==> config.mk <==
export PLATFORM = sky130hd
export DESIGN_NAME = spi_memory_writer
export DESIGN_NICKNAME = d
export VERILOG_FILES = /design/src/rtl/spi_memory_writer.sv
export SDC_FILE = /design/constraint.sdc
export NUM_CORES = 1
export LEC_CHECK = 0
export ABC_AREA = 1
export CELL_PAD_IN_SITES_DETAIL_PLACEMENT = 1
export CELL_PAD_IN_SITES_GLOBAL_PLACEMENT = 1
export CORE_MARGIN = 4
export CORE_UTILIZATION = 45
export CTS_CLUSTER_SIZE = 40
export DETAILED_ROUTE_END_ITERATION = 8
export DONT_BUFFER_PORTS = 1
export PLACE_DENSITY_LB_ADDON = 0.1
export SLEW_MARGIN = 40
export SYNTH_ARGS = -nofsm -noshare
export SYNTH_HDL_FRONTEND = slang
export SYNTH_SLANG_ARGS = --single-unit
==> constraint.sdc <==
create_clock -name clock -period 1.7 [get_ports clock]
set_input_delay 0.34 -clock clock [delete_from_list [all_inputs] [get_ports clock]]
set_output_delay 0.34 -clock clock [all_outputs]
set_load 0.005 [all_outputs]
==> src/rtl/spi_memory_writer.sv <==
// SPI mode-0 slave that writes each received byte into sequential memory words.
// A zero byte terminates the stream; SPI inputs are oversampled in the clock domain.
module spi_memory_writer #(
    parameter int ADDR_WIDTH    = 5,
    parameter int DATA_WIDTH    = 8,
    parameter int SYNC_STAGES   = 2,
    parameter int START_ADDRESS = 0
) (
    input  logic                  clock,
    input  logic                  reset,
    input  logic                  spi_clock,
    input  logic                  slave_select,
    input  logic                  mosi,
    output logic                  mem_enable,
    output logic                  mem_write_enable,
    output logic [ADDR_WIDTH-1:0] mem_address,
    output logic [DATA_WIDTH-1:0] mem_data,
    output logic [ADDR_WIDTH:0]   byte_count,
    output logic                  finished,
    output logic                  overflow,
    output logic                  frame_error
);

    localparam int CNT_W = $clog2(DATA_WIDTH);
    localparam logic [CNT_W-1:0]      LAST_BIT  = CNT_W'(DATA_WIDTH - 1);
    localparam logic [ADDR_WIDTH-1:0] START_PTR = ADDR_WIDTH'(START_ADDRESS);
    localparam logic [ADDR_WIDTH:0]   CAPACITY  = (ADDR_WIDTH+1)'((1 << ADDR_WIDTH) - START_ADDRESS);

    typedef enum logic [1:0] {IDLE, RECEIVE, WRITE, DONE} state_t;

    state_t state, next_state;

    logic [SYNC_STAGES-1:0] sclk_sync, ss_sync, mosi_sync;
    logic                   sclk_prev, rise, ss_q, mosi_q;

    logic [DATA_WIDTH-2:0]  shift;
    logic [CNT_W-1:0]       bit_count;
    logic [DATA_WIDTH-1:0]  byte_reg;
    logic [ADDR_WIDTH-1:0]  ptr;

    logic shift_en, byte_done, write_en, over_set, fin_set, abort, clear_count, full;

    // rise/ss_q/mosi_q are registered together so they stay cycle-aligned
    always_ff @(posedge clock) begin
        if (reset) begin
            sclk_sync <= '0;
            ss_sync   <= '1;
            mosi_sync <= '0;
            sclk_prev <= 1'b0;
            rise      <= 1'b0;
            ss_q      <= 1'b1;
            mosi_q    <= 1'b0;
        end else begin
            sclk_sync <= {sclk_sync[SYNC_STAGES-2:0], spi_clock};
            ss_sync   <= {ss_sync[SYNC_STAGES-2:0], slave_select};
            mosi_sync <= {mosi_sync[SYNC_STAGES-2:0], mosi};
            sclk_prev <= sclk_sync[SYNC_STAGES-1];
            rise      <= sclk_sync[SYNC_STAGES-1] & ~sclk_prev;
            ss_q      <= ss_sync[SYNC_STAGES-1];
            mosi_q    <= mosi_sync[SYNC_STAGES-1];
        end
    end

    assign full = (byte_count == CAPACITY);

    always_ff @(posedge clock) begin
        if (reset) state <= IDLE;
        else       state <= next_state;
    end

    always_comb begin
        next_state = state;
        case (state)
            IDLE:    if (!ss_q) next_state = RECEIVE;
            RECEIVE: begin
                if (ss_q)                               next_state = IDLE;
                else if (rise && bit_count == LAST_BIT) next_state = WRITE;
            end
            WRITE: begin
                if (byte_reg == '0) next_state = DONE;
                else if (ss_q)      next_state = IDLE;
                else                next_state = RECEIVE;
            end
            default: next_state = DONE;
        endcase
    end

    // Deselect wins over a coincident edge; edges during WRITE start the next byte
    always_comb begin
        shift_en    = rise && !ss_q && (state == RECEIVE || state == WRITE);
        byte_done   = (state == RECEIVE) && shift_en && (bit_count == LAST_BIT);
        write_en    = (state == WRITE) && !full;
        over_set    = (state == WRITE) && full;
        fin_set     = (state == WRITE) && (byte_reg == '0);
        abort       = (state == RECEIVE) && ss_q && (bit_count != '0);
        clear_count = (state == IDLE) || ((state == RECEIVE) && ss_q);
    end

    always_ff @(posedge clock) begin
        if (reset) begin
            shift       <= '0;
            bit_count   <= '0;
            byte_reg    <= '0;
            ptr         <= START_PTR;
            byte_count  <= '0;
            mem_enable  <= 1'b0;
            mem_data    <= '0;
            finished    <= 1'b0;
            overflow    <= 1'b0;
            frame_error <= 1'b0;
        end else begin
            if (shift_en) shift <= {shift[DATA_WIDTH-3:0], mosi_q};

            if (byte_done) begin
                byte_reg  <= {shift, mosi_q};
                bit_count <= '0;
            end else if (shift_en) begin
                bit_count <= bit_count + CNT_W'(1);
            end else if (clear_count) begin
                bit_count <= '0;
            end

            mem_enable <= write_en;
            if (write_en) mem_data <= byte_reg;

            // Pointer saturates at the top of memory rather than wrapping
            if (mem_enable) begin
                byte_count <= byte_count + (ADDR_WIDTH+1)'(1);
                if (ptr != '1) ptr <= ptr + ADDR_WIDTH'(1);
            end

            if (fin_set)  finished    <= 1'b1;
            if (over_set) overflow    <= 1'b1;
            if (abort)    frame_error <= 1'b1;
        end
    end

    assign mem_write_enable = mem_enable;
    assign mem_address      = ptr;

endmodule
Word-level counts from Yosys, hierarchy flattened
Cells that the tools add are included.
{"block": "totals", "regBits": 53, "input_bits": 5, "output_inout_bits": 24, "word_cells": 59}
{"block": "classes", "addsub": 3, "n_eq_ne": 7, "mux": 8, "n_bitwise": 2, "n_reduce_logical": 21}
{"cell": "$logic_and 1x1->1", "n": 10}
{"cell": "$logic_not 8->1", "n": 1}
{"cell": "$mux 2", "n": 4}
{"cell": "$add 6x1->6 const B", "n": 1}
{"cell": "$eq 6x6->1 const B", "n": 1}
{"cell": "$mux 3", "n": 2}
{"cell": "$pmux 2 s3", "n": 1}
{"cell": "$add 5x1->5 const B", "n": 1}
{"cell": "$ne 5x5->1 const B", "n": 1}
{"cell": "$reduce_and 2->1", "n": 2}
{"cell": "$add 3x1->3 const B", "n": 1}
{"cell": "$eq 3x3->1 const B", "n": 1}
{"cell": "$ne 3x3->1 const B", "n": 1}
{"cell": "$reduce_bool 3->1", "n": 1}
{"cell": "$eq 2x1->1 const B", "n": 1}
{"cell": "$eq 2x2->1 const B", "n": 1}
{"cell": "$logic_not 1->1", "n": 2}
{"cell": "$logic_not 2->1", "n": 1}
{"cell": "$logic_or 1x1->1", "n": 2}
{"cell": "$ne 2x2->1 const B", "n": 1}
{"cell": "$reduce_bool 2->1", "n": 1}
{"cell": "$reduce_or 2->1", "n": 1}
{"cell": "$and 1x1->1", "n": 1}
{"cell": "$mux 1", "n": 1}
{"cell": "$not 1->1", "n": 1}

Longest topological paths before layout
{"block": "depth", "word_depth": 6, "depth_mapped": 10}

Least setup slack after synthesis
No wires, ideal clock.
{"block": "synth_path", "kind": "register -> register", "from": "reg ptr[0], in the netlist mem_address[0]", "to": "reg ptr[3], in the netlist mem_address[3]", "setup_ns": 0.113, "t_arrival_ns": 1.226, "t_required_ns": 1.587, "setup_slack_ns": 0.361, "path_stages_with_launch": 11, "period_less_slack_ns": 1.339, "path_cell_list": "dfxtp_1 > ha_1 > inv_1 > nor2_1 > ha_1 > inv_1 > nand2_1 > nor2_1 > nand2_1 > nand2_1 > nor2_1"}
{"block": "synth_via", "elab_chain_len": 2}
{"element": "from (decl)", "line_no": "39", "text": "logic [ADDR_WIDTH-1:0] ptr;"}
{"element": "from (signal assigned)", "line_no": "129", "text": "if (ptr != '1) ptr <= ptr + ADDR_WIDTH'(1);"}
{"element": "parallel branches: the longest is 2 deep, another holds $add 5x1->5"}
Several ways; the timed one is not identified.
A chain may end at the register's enable or synchronous reset.

Worst setup path after layout
{"block": "layout_path", "from": "reg state[0]", "to": "reg shift[2]"}
{"block": "layout_via", "elab_chain_len": 3}
{"element": "from (decl)", "line_no": "31", "text": "state_t state, next_state;"}
{"element": "from (signal assigned)", "line_no": "68", "text": "else state <= next_state;"}
{"element": "$eq 2x1->1 / $eq 2x2->1 (equally long branches)", "line_no": "90", "text": "shift_en = rise && !ss_q && (state == RECEIVE || state == WRITE);"}
{"element": "$logic_or 1x1->1 (*)", "line_no": "90"}
{"element": "$logic_and 1x1->1 (*)", "line_no": "90"}
{"element": "to (signal assigned)", "line_no": "112", "text": "if (shift_en) shift <= {shift[DATA_WIDTH-3:0], mosi_q};"}
{"element": "to (decl)", "line_no": "36", "text": "logic [DATA_WIDTH-2:0] shift;"}
Mark *: on every way between the ends. The rest lies on a longest branch, timed or not.

==> flow_metrics.py <==
metrics = {
    "timing": {
        "finalSetupTns_ns": 0,
        "slew_headroom_pct": 76.8,
        "finClkSkew_ns": 0.00873,
        "holdWs_ns": 0.0967,
        "period_share_pct": 88.1,
        "hold_viol": 0,
        "grt_setup_unrepaired": "false",
        "setup_viol": 0,
        "setup_ws_ns": 0.202,
        "drv_slew": 0,
        "clock.fmax_ghz": 0.667,
        "fin_crit_ns": 1.50,
        "tightest_slew_ns": 0.348,
    },
    "power": {
        "power_density_mw_per_mm2": 1180,
        "peakVddDrop_v": 0.000520,
        "leakage_nw": 0.991,
        "p_total_mw": 2.84,
    },
    "clock_network": {
        "insertion_delay_ns": 0.30,
        "cts_tree": "yes",
        "postCtsSetupBuffers": 0,
        "cts_sinks": 53,
        "clkSlewWorstSetupHoldPaths_ns": 0.09,
        "clock_path_buffers": 2,
        "htree_levels": 2,
        "ctsHoldBuffers": 0,
        "ctsResizeCount": 0,
        "clockRootBuffer": "clkbuf_8",
        "cts_buffers": 5,
    },
    "critical_path": {
        "critPathMaxFanout": 7,
        "critPathBufInv": 2,
        "critical_path.endpoint_type": "flop",
        "cp.required_ns": 1.94,
        "cp.arrival_ns": 1.74,
        "crit_chain": "inv_1, ha_1, nand2_1, nor2_2, buf_4, o21ai_1, a21oi_1",
        "r2r_slack_ns": 0.20,
        "cp_top_family": "flip-flops",
        "start_kind": "flop",
        "critPathKind": "flop to flop",
        "slowest_stage": "dfxtp_1",
        "cp_slowest_stage_delay_ns": 0.37,
    },
    "synth": {
        "syn_nets": 306,
        "synth_edf_count": 0,
        "ys_seq_area_share_pct": 47.0,
        "yosys_most_used_dff": "dfxtp_1",
        "ys_seq_elements": 53,
        "syn_area_sq_mm": 0.00226,
        "syn_avg_cell_area_sq_um": 7.79,
        "synth_cell_type_count": 25,
        "ys_warn_count": 0,
        "async_reset_ff_share_pct": 0,
        "synth_cells": 290,
    },
    "layout": {
        "multi_input_area_sq_um": 998,
        "diodes": 0,
        "regArea_sq_mm": 0.00106,
        "fin_nets": 307,
        "fin_util_pct": 50.3,
        "area_growth_pct": 6.53,
        "drive_gt1_share_pct": 10.3,
        "final.fill_count": 613,
    },
    "min_path": {
        "min_path_type": "input pin to flop",
    },
    "die": {
        "num_rows": 25,
        "start_util_pct": 47.2,
        "io_pins": 29,
        "dieArea_sq_mm": 0.00622,
        "core_sq_mm": 0.00479,
        "fp.dieH_microns": 78.9,
        "die_w_microns": 78.9,
    },
    "global_route": {
        "grt_pass1_wl_mm": 8.15,
        "grt_max_degree": 19,
        "grt_antenna_before_repair": 0,
        "grt_pass1_vias": 1884,
        "gr-total-overflow": 0,
        "grt_usage_pct": 16.3,
    },
    "placed_design": {
        "routabilityCongestion": 0.743,
        "dpl.hpwl_mm": 3.50,
        "dp_slack_ns": 0.183,
        "port_buffers": 0,
    },
    "routing": {
        "first_pass_iters": 4,
        "vias_per_cell": 4.95,
        "drt_iter0_markers": 25,
        "drtAntennaViolNets": 0,
        "drc": 0,
        "wl_per_cell_microns": 12.7,
        "vias": 1776,
        "wirelength_mm": 4.54,
    },
    "status": {
        "status": "complete, no violations",
    },
    "flow_run": {
        "max_cap_viol_count": 0,
    },
}
report_power, final:
part           switching (mW)  leakage, nW  total [mW]  internal, mW
logic                   0.371        0.505       0.623         0.252
registers              0.0975        0.431        1.45          1.36
clock network           0.390       0.0542       0.759         0.369
cell families (layout without fill, tap and decap cells):
kind of cell | count (synthesis) | after routing | synth area share (%)
AND/OR/NAND/NOR | 142 | 142 | 28.8
flip-flops | 53 | 53 | 47.0
buffers and inverters | 44 | 46 | 8.97
AO/OA/AOI/OAI | 39 | 39 | 8.75
adder cells (fa/ha/maj) | 11 | 11 | 6.09
XOR/XNOR | 1 | 1 | 0.388
routing by layer:
metal | GRT usage (%) | vias up | wire length [microns]
met5 | 0 | - | 0
met3 | 4.42 | 6 | 188
met4 | 5.33 | 0 | 55
met2 | 29.4 | 20 | 2180
li1 | - | 920 | -
met1 | 18.5 | 830 | 2120
layout make-up:
type	count	share of cell area, %
sequential	53	44.1
multi-input combinational	193	41.5
inverter	33	5.15
clock buffer	7	4.00
tap	67	3.48
timing repair buffer	5	1.56
clock inverter	1	0.208
worst paths after layout:
check             from       end  depth (start not counted)
max           state[0]  shift[2]                          7
max reg2reg   state[0]  shift[2]                          7
min reg2reg  sclk_prev      rise                          1
min              reset  overflow                          1
cells in the final DEF, fill, tap and decap left out, types with 2 or more instances in the layout:
cell / n
nor2_1: 63
dfxtp_1: 52
nand2_1: 37
inv_1: 30
a21oi_1: 19
nand3_1: 15
nor3_1: 11
ha_1: 11
o21ai_1: 10
o21ai_0: 9
clkbuf_8: 7
buf_4: 5
nand2_2: 4
or2_2: 3
inv_2: 2
nand3_4: 2
nand3_2: 2
nand4_1: 2
synth_stat cells, types with 6 or more instances:
| cell type | number | area share [%] |
|---|---|---|
| nand3_1 | 15 | 3.3 |
| ha_1 | 11 | 6.1 |
| inv_1 | 30 | 5.0 |
| buf_2 | 6 | 1.3 |
| a21oi_1 | 19 | 4.2 |
| nor2_1 | 63 | 10 |
| dfxtp_1 | 53 | 47 |
| nor3_1 | 11 | 2.4 |
| o21ai_0 | 9 | 2.0 |
| nand2_1 | 38 | 6.3 |
| o21ai_1 | 10 | 2.2 |
through the flow:
| step | instances | area, sq um |
|---|---|---|
| 6_report | 359 | 2410 |
| 5_1_grt | 359 | 2410 |
| 4_1_cts | 359 | 2400 |
| 3_5_place_dp | 351 | 2300 |
| 3_3_place_gp | 351 | 2300 |
| 2_1_floorplan | 290 | 2260 |
(Power assumes the default switching activity.)
